[config.mk]
export PLATFORM = sky130hd
export DESIGN_NAME = hk_spi_scheduler_flat
export DESIGN_NICKNAME = d
export VERILOG_FILES = /design/src/rtl/hk_spi_scheduler_if.sv /design/src/rtl/hk_spi_scheduler.sv /design/src/flat_wrapper.sv
export SDC_FILE = /design/constraint.sdc
export NUM_CORES = 1
export LEC_CHECK = 0
export ABC_AREA = 1
export CORE_ASPECT_RATIO = 0.8
export CORE_MARGIN = 2
export CORE_UTILIZATION = 38
export DETAILED_ROUTE_END_ITERATION = 16
export HOLD_SLACK_MARGIN = 0.15
export PLACE_DENSITY = 0.79
export SYNTH_ARGS = -nofsm -noshare
export SYNTH_HDL_FRONTEND = slang
export SYNTH_SLANG_ARGS = --single-unit
[constraint.sdc]
create_clock -name clk_i -period 1.2 [get_ports clk_i]
set_input_delay 0.24 -clock clk_i [delete_from_list [all_inputs] [get_ports clk_i]]
set_output_delay 0.24 -clock clk_i [all_outputs]
set_load 0.005 [all_outputs]
[src/rtl/hk_spi_scheduler_if.sv]
// Buses around the housekeeping SPI scheduler: requester side (hk_req_if)
// and the shared spi_master start/data/busy side (hk_spi_if).
interface hk_req_if #(
    parameter int NR = 2,
    parameter int DW = 16
);
    logic [NR-1:0]    req;
    logic [NR*DW-1:0] wr_h;
    logic [NR*DW-1:0] wr_l;
    logic [NR-1:0]    gnt;
    logic [NR-1:0]    done;
    logic [NR-1:0]    err;
    logic [DW-1:0]    rd_dat;
    logic             busy;

    // master = the requesters, slave = the scheduler
    modport master (output req, wr_h, wr_l, input gnt, done, err, rd_dat, busy);
    modport slave  (input req, wr_h, wr_l, output gnt, done, err, rd_dat, busy);
endinterface

interface hk_spi_if #(
    parameter int DW = 16
);
    logic          start;
    logic [DW-1:0] wr_h;
    logic [DW-1:0] wr_l;
    logic          busy;
    logic [DW-1:0] rd_l;

    // master = the scheduler, slave = the shared spi_master
    modport master (output start, wr_h, wr_l, input busy, rd_l);
    modport slave  (input start, wr_h, wr_l, output busy, rd_l);
endinterface

[src/rtl/hk_spi_scheduler.sv]
// Round-robin sharing of one spi_master between NR requesters, with write words
// held for the whole transaction and start/busy timeouts reported as err pulses.
module hk_spi_scheduler #(
    parameter int NR       = 2,
    parameter int DW       = 16,
    parameter int BSY_WAIT = 8,
    parameter int TMO      = 65535
) (
    input  logic      clk_i,
    input  logic      rst_i,
    hk_req_if.slave   req_bus,
    hk_spi_if.master  spi_bus
);
    localparam int          IW      = $clog2(NR);
    // The start timeout fires one cycle earlier in its count than the busy timeout.
    localparam logic [15:0] BSY_LIM = 16'(BSY_WAIT - 1);
    localparam logic [15:0] TMO_LIM = 16'(TMO);

    typedef enum logic [2:0] {
        S_IDLE, S_START, S_WAIT_BSY, S_RUN, S_DONE, S_FAIL
    } state_t;

    state_t        state_q, state_d;
    logic [IW-1:0] last_q, win_idx, cand;
    logic          win_vld;
    logic [NR-1:0] win_oh, gnt_q;
    logic [DW-1:0] wr_h_q, wr_l_q, rd_q;
    logic [15:0]   cnt_q;
    logic          grant_en, cnt_clr, rd_cap;

    // Search starts just after the last winner, so a re-request yields to the others.
    always_comb begin
        win_vld = 1'b0;
        win_idx = '0;
        cand    = '0;
        for (int i = 1; i <= NR; i++) begin
            cand = IW'((int'(last_q) + i) % NR);
            if (!win_vld && req_bus.req[cand]) begin
                win_vld = 1'b1;
                win_idx = cand;
            end
        end
        win_oh          = '0;
        win_oh[win_idx] = 1'b1;
    end

    always_ff @(posedge clk_i) begin
        if (rst_i) state_q <= S_IDLE;
        else       state_q <= state_d;
    end

    always_comb begin
        // NOTE: every output of this block gets a default first, so no path can infer a latch.
        state_d  = state_q;
        grant_en = 1'b0;
        cnt_clr  = 1'b0;
        rd_cap   = 1'b0;
        case (state_q)
            S_IDLE: begin
                if (win_vld) begin
                    grant_en = 1'b1;
                    state_d  = S_START;
                end
            end
            S_START: begin
                cnt_clr = 1'b1;
                state_d = S_WAIT_BSY;
            end
            S_WAIT_BSY: begin
                if (spi_bus.busy) begin
                    cnt_clr = 1'b1;
                    state_d = S_RUN;
                end else if (cnt_q >= BSY_LIM) begin
                    state_d = S_FAIL;
                end
            end
            S_RUN: begin
                if (!spi_bus.busy) begin
                    rd_cap  = 1'b1;
                    state_d = S_DONE;
                end else if (cnt_q >= TMO_LIM) begin
                    state_d = S_FAIL;
                end
            end
            S_DONE:  state_d = S_IDLE;
            S_FAIL:  state_d = S_IDLE;
            default: state_d = S_IDLE;
        endcase
    end

    // NOTE: registers are updated with non-blocking assignments so every read sees the pre-edge value.
    always_ff @(posedge clk_i) begin
        if (rst_i) begin
            last_q <= IW'(NR - 1);
            gnt_q  <= '0;
            wr_h_q <= '0;
            wr_l_q <= '0;
            rd_q   <= '0;
            cnt_q  <= '0;
        end else begin
            if (grant_en) begin
                last_q <= win_idx;
                gnt_q  <= win_oh;
                wr_h_q <= req_bus.wr_h[int'(win_idx) * DW +: DW];
                wr_l_q <= req_bus.wr_l[int'(win_idx) * DW +: DW];
            end else if (state_q == S_DONE || state_q == S_FAIL) begin
                gnt_q <= '0;
            end
            if (rd_cap) rd_q <= spi_bus.rd_l;
            if (cnt_clr)                 cnt_q <= '0;
            else if (cnt_q != 16'hFFFF) cnt_q <= cnt_q + 16'd1;
        end
    end

    // Outputs decode registered state only, so no input reaches an output combinationally.
    assign req_bus.gnt    = gnt_q;
    assign req_bus.done   = (state_q == S_DONE) ? gnt_q : '0;
    assign req_bus.err    = (state_q == S_FAIL) ? gnt_q : '0;
    assign req_bus.rd_dat = rd_q;
    assign req_bus.busy   = (state_q != S_IDLE);
    assign spi_bus.start  = (state_q == S_START);
    assign spi_bus.wr_h   = wr_h_q;
    assign spi_bus.wr_l   = wr_l_q;
endmodule

[src/flat_wrapper.sv]
// flat-port wrapper written by rule: the top's interface ports become plain ports
module hk_spi_scheduler_flat 
#(
    parameter int NR       = 2,
    parameter int DW       = 16,
    parameter int BSY_WAIT = 8,
    parameter int TMO      = 65535
)
  (clk_i, rst_i, req_bus_req, req_bus_wr_h, req_bus_wr_l, req_bus_gnt, req_bus_done, req_bus_err, req_bus_rd_dat, req_bus_busy, spi_bus_start, spi_bus_wr_h, spi_bus_wr_l, spi_bus_busy, spi_bus_rd_l);
  hk_req_if #(.NR(NR), .DW(DW)) req_bus_i ();
  hk_spi_if #(.DW(DW)) spi_bus_i ();
  input  logic clk_i;
  input  logic rst_i;
  input wire logic [$bits(req_bus_i.req)-1:0] req_bus_req;
  input wire logic [$bits(req_bus_i.wr_h)-1:0] req_bus_wr_h;
  input wire logic [$bits(req_bus_i.wr_l)-1:0] req_bus_wr_l;
  output wire logic [$bits(req_bus_i.gnt)-1:0] req_bus_gnt;
  output wire logic [$bits(req_bus_i.done)-1:0] req_bus_done;
  output wire logic [$bits(req_bus_i.err)-1:0] req_bus_err;
  output wire logic [$bits(req_bus_i.rd_dat)-1:0] req_bus_rd_dat;
  output wire logic [$bits(req_bus_i.busy)-1:0] req_bus_busy;
  output wire logic [$bits(spi_bus_i.start)-1:0] spi_bus_start;
  output wire logic [$bits(spi_bus_i.wr_h)-1:0] spi_bus_wr_h;
  output wire logic [$bits(spi_bus_i.wr_l)-1:0] spi_bus_wr_l;
  input wire logic [$bits(spi_bus_i.busy)-1:0] spi_bus_busy;
  input wire logic [$bits(spi_bus_i.rd_l)-1:0] spi_bus_rd_l;
  assign req_bus_i.req = req_bus_req;
  assign req_bus_i.wr_h = req_bus_wr_h;
  assign req_bus_i.wr_l = req_bus_wr_l;
  assign req_bus_gnt = req_bus_i.gnt;
  assign req_bus_done = req_bus_i.done;
  assign req_bus_err = req_bus_i.err;
  assign req_bus_rd_dat = req_bus_i.rd_dat;
  assign req_bus_busy = req_bus_i.busy;
  assign spi_bus_start = spi_bus_i.start;
  assign spi_bus_wr_h = spi_bus_i.wr_h;
  assign spi_bus_wr_l = spi_bus_i.wr_l;
  assign spi_bus_i.busy = spi_bus_busy;
  assign spi_bus_i.rd_l = spi_bus_rd_l;
  hk_spi_scheduler #(.NR(NR), .DW(DW), .BSY_WAIT(BSY_WAIT), .TMO(TMO)) u_core (.clk_i(clk_i), .rst_i(rst_i), .req_bus(req_bus_i), .spi_bus(spi_bus_i));
endmodule
==> Yosys cells after proc, flatten, opt, wreduce, memory -nomap -nowiden <==
Cells that the tools add are included.
Widths: inputs -> output; s select.
{ "op_classes": {"n_addsub": 3, "magnitude_cmp": 6, "eq_ne": 9, "shifts": 2, "n_mux": 26, "reduce_logical": 9} }
{ "ops": {"columns": ["op", "count"], "rows": [
  ["$shiftx 32x6->16", 2],
  ["$add 16x1->16 const B", 1],
  ["$ge 16x16->1 const B", 1],
  ["$ge 16x3->1 const B", 1],
  ["$ne 16x16->1 const B", 1],
  ["$mux 3", 5],
  ["$mux 1", 14],
  ["$pmux 3 s4", 1],
  ["$mux 2", 4],
  ["$eq 3x2->1 const B", 2],
  ["$eq 3x3->1 const B", 2],
  ["$lt 1x2->1 const B", 3],
  ["$ne 3x2->1 const B", 2],
  ["$eq 3x1->1 const B", 1],
  ["$logic_not 3->1", 1],
  ["$reduce_and 3->1", 1],
  ["$reduce_bool 3->1", 1],
  ["$add 1x1->1 const B", 2],
  ["$logic_and 1x1->1", 2],
  ["$ne 2x1->1 const B", 1],
  ["$pmux 1 s2", 1],
  ["$reduce_bool 2->1", 1],
  ["$reduce_or 2->1", 1],
  ["$demux 1 s1", 1],
  ["3 further kinds", 3]
]} }
{ "totals": {"register_bits": 70, "in_bits": 85, "out_inout_bits": 56, "word_cells": 62} }

==> Logic depth before layout (Yosys ltp) <==
{ "depth": {"ltp_word": 12, "ltp_mapped": 10, "mapped_depth_nobuf": 10} }

==> Worst setup path before layout <==
Ideal clock, no wire load.
{ "synth_path": {"path_type": "reg-to-reg", "start": "register u_core.cnt_q[0]", "end": "register u_core.state_q[1]", "setup_time_ps": 109, "arrival_ps": 1259, "t_required_ps": 1091, "setup_slack_ps": -168, "stages_incl_launch_ff": 9, "n_path_buf": 0, "cell_sequence": "dfxtp_1 > ha_1 > nand2_2 > nor2_2 > nand2_1 > o21ai_0 > nand4_1 > nand2_1 > inv_1"} }
{ "synth_between": {"elab_chain_len": 3, "elab_cells_between_ends": 5, "cone_classes": "order compare: 2; eq/ne: 2; reduce/logical: 1"} }
{ "synth_rtl": {"columns": ["element", "line", "source"], "rows": [
  ["start, declared", "hk_spi_scheduler.sv:28", "logic [15:0] cnt_q;"],
  ["start signal, assigned", "hk_spi_scheduler.sv:111", "else if (cnt_q != 16'hFFFF) cnt_q <= cnt_q + 16'd1;"],
  ["$ge 16x16->1 or $ge 16x3->1 (tied branches)", "hk_spi_scheduler.sv:81, hk_spi_scheduler.sv:73", null],
  ["$ne 3x2->1 (no line)", null, null],
  ["$reduce_and 3->1 (no line) *", null, null],
  ["end signal, assigned", "hk_spi_scheduler.sv:49", "else state_q <= state_d;"],
  ["end, declared", "hk_spi_scheduler.sv:23", "state_t state_q, state_d;"]
]} }
Every way passes the cells marked *; elsewhere a longest branch is shown, timed or not.
A chain may end at the register's enable or synchronous reset.

==> Worst setup path in the final report <==
{ "layout_path": {"start": "input req_bus_req[1]", "end": "register u_core.wr_l_q[3], in the netlist u_core.spi_bus.wr_l[3]"} }
{ "layout_between": {"elab_chain_len": 8, "elab_cells_between_ends": 13, "cone_classes": "shift: 1; mux: 10; reduce/logical: 2"} }
{ "layout_rtl": {"columns": ["element", "line", "source"], "rows": [
  ["start, declared", "flat_wrapper.sv:14", "input wire logic [$bits(req_bus_i.req)-1:0] req_bus_req;"],
  ["parallel branches: the longest is 8 deep, another holds $shiftx 32x6->16", null, null],
  ["end signal, assigned", "hk_spi_scheduler.sv:105", "wr_l_q <= req_bus.wr_l[int'(win_idx) * DW +: DW];"],
  ["end, declared", "hk_spi_scheduler.sv:27", "logic [DW-1:0] wr_h_q, wr_l_q, rd_q;"]
]} }
Several ways; the timed one is not identified. The select of a mux whose other input is x is not followed.

==> summary.txt <==
STA
  • Tcrit/Tclk final: 125.6%
  • Final max-slew violation count: 0
  • Worst Slack Setup Final: -307.3 ps
  • Fmax: 663.4 MHz
  • RSZ-0062 raised after global routing: true
  • Minimum clock period: 1507 ps
  • Final hold violation count: 0
  • Clock Skews: 13.18 ps
  • Slew @ Worst Pin: 411.8 ps
  • Slew headroom: 72.44%
  • Final setup violation count: 76

Global route
  • First-pass GRT wire length: 19180 µm
  • Total track usage: 25.77%
  • GR Overflow Total: 0
  • Initial antenna violation count: 0
  • Vias in the first global route: 4050
  • Largest net degree at the start of global routing: 33

Flow run
  • Max Cap Viol: 0

Route
  • TritonRoute pass-1 iters: 5
  • WL final: 13090 µm
  • Vias per cell: 5.537
  • WL/cell: 16.85 µm
  • Number of DRC markers in iteration 0: 288
  • Vias: 4302
  • DRC violations left: 0
  • Antenna-violating nets left: 0

Floorplan
  • Core area: 8408 µm²
  • Row count: 30
  • I/O pin cnt: 141
  • Die Wd: 107.5 µm
  • Initial Util: 38.75%
  • Die ar.: 9335 µm²
  • Die height: 86.82 µm

Final layout
  • Antenna cells: 0
  • FILL cells: 622
  • Area grow syn2layout: 82.37%
  • Layout cell share with drive strength beyond 1: 29.47%
  • Commonest non-fill, non-tap cells in the layout: clkdlybuf4s50_1, nand2_1, buf_4
  • Final Net Count: 747
  • Commonest non-fill, non-tap cell in the layout: clkdlybuf4s50_1
  • Post-Layout Cell Count: 777

Place
  • Place WS: -470.2 ps
  • I/O Buffers: 140
  • Cells after DPL: 733
  • GP Congestion: 0.8498
  • Detailed Place HPWL: 8251 µm

Synthesis
  • Register bit total from synthesis: 70
  • Seq/Total Area, Yosys: 43.01%
  • Ys Warns: 0
  • Syn_nets: 540
  • Avg Cell Area, Syn: 7.176 µm²
  • Post-Syn Area: 3258 µm²
  • Syn Inst Count: 454
  • Yosys cell types: 28

CTS
  • Num CTS Buffers: 9
  • Clk_lat worst skew: 360 ps
  • Clock slew at reported path FFs: 80 ps
  • CTS tree: built
  • H-tree depth: 3
  • Longest Clk Path Bufs: 2
  • CTS root buffer: clkbuf_8
  • CTS Sinks: 70

Outcome
  • Outcome: finished, violations left
  • Failing checks: setup timing

Power and ir drop
  • Design Power: 0.008106 W
  • Lkg Pwr: 2.540 nW
  • Worst vdd ir: 0.8532 mV
  • Pwr Density: 1364 nW/µm²

Worst setup path
  • Kind of end point of the critical path: register
  • Crit-path max FO: 6
  • Crit Path Category: in2reg
  • CP required: 1470 ps
  • Crit path DAT: 1780 ps
  • CP Launch Type: primary input

Worst hold path
  • Worst hold path class: in2reg
-- timing repair --
item | CTS | global route
hold endpoints to repair | 0 | 0
resized for setup | 124 | 81
pin swaps | 14 | 16
hold buffers | 0 | 0
cloned | 2 | 4
buffers inserted | 15 | 9
endpoints found under the setup margin | 124 | 115
-- cell usage after synthesis --
cell type / instances / area (µm²)
a21oi_2: 1 / 8.760
inv_2: 6 / 22.52
xnor2_1: 1 / 8.760
nor2_1: 64 / 240.2
o21ai_1: 2 / 10.01
a31oi_1: 36 / 225.2
nor2_2: 2 / 12.51
or2_1: 1 / 6.260
xor2_1: 1 / 8.760
buf_4: 4 / 30.03
nor3b_1: 1 / 7.510
ha_1: 1 / 12.51
or2_2: 4 / 25.02
buf_2: 11 / 55.05
nand3_2: 2 / 20.02
inv_1: 26 / 97.59
o21ai_4: 1 / 16.27
nor3_1: 1 / 5.000
nand2_2: 1 / 6.260
nand3_1: 55 / 275.3
dfxtp_1: 70 / 1401
o21ai_0: 22 / 110.1
clkbuf_1: 11 / 41.29
nand2_1: 83 / 311.6
and2_1: 1 / 6.260
nand4_1: 36 / 225.2
a21oi_1: 7 / 35.03
nor2_4: 3 / 33.78
-- power breakdown --
group | internal (W) | leakage [nW] | switching, W
logic | 0.00168 | 1.85 | 0.00151
registers | 0.00263 | 0.580 | 0.000180
clock network | 0.00116 | 0.109 | 0.000943
-- state kept, by name (all words and copies together), names as in the netlist --
name / count
u_core.req_bus.rd_dat: 16
u_core.req_bus.gnt: 2
u_core.spi_bus.wr_l: 16
u_core.spi_bus.wr_h: 16
u_core.state_q: 3
u_core.last_q: 1
u_core.cnt_q: 16
-- layer usage --
layer / track usage [%] / wire length [µm] / share of wire (%) / vias up
met5: 0 / 0 / 0 / -
met3: 7.895 / 1090 / 8.3 / 54
met4: 9.674 / 510 / 3.9 / 0
met1: 30.47 / 5032 / 38 / 2027
met2: 44.14 / 6455 / 49 / 243
li1: - / - / - / 1978
-- cells by family (layout without fill, tap and decap cells) --
family / Yosys count / count (layout) / share of synthesized area [%]
fa+ha+maj: 1 / 1 / 0.3840
simple gates: 254 / 254 / 36.06
xor+xnor: 2 / 2 / 0.5377
buf+inv: 58 / 269 / 7.565
flops: 70 / 70 / 43.01
compound gates: 69 / 69 / 12.44
-- path summary, 6_finish.rpt --
check | endpoint | startpoint | cells after the start | slack (ps)
max | u_core.spi_bus.wr_l[3] | req_bus_req[1] | 6 | -310
max reg2reg | u_core.spi_bus.wr_l[3] | u_core.state_q[1] | 8 | -300
min reg2reg | u_core.last_q | u_core.last_q | 2 | 470
min | u_core.spi_bus.wr_l[11] | req_bus_wr_l[11] | 3 | 460
-- stage by stage --
stage	hold WS [ps]	cell area, µm²	util, %	setup TNS (ps)
after floorplan	374.9	3316	-	-174.6
after CTS	459.4	5650	67.20	-11560
after detailed placement	453.1	5216	62.04	-24980
after global placement	452.4	5216	62.04	-20040
final	462.3	5942	70.67	-14760
after global routing	464.8	5942	70.67	-20340
-- layout make-up --
class,instances,area [µm²],area share (%)
clock buffer,9,123.9,2.085
sequential,70,1431,24.09
clock inverter,6,87.58,1.474
tap,112,140.1,2.358
inverter,32,136.4,2.295
multi-input combinational,326,1867,31.42
timing repair buffer,222,2156,36.28
-- worst max-delay path, cell delays in order --
cell and delay [ps]:
clkdlybuf4s50_1 480, buf_4 190, o21ai_4 370, clkbuf_16 240, nand2_1 90, a31oi_2 170
No activity file was read; power rests on OpenSTA's default activity.
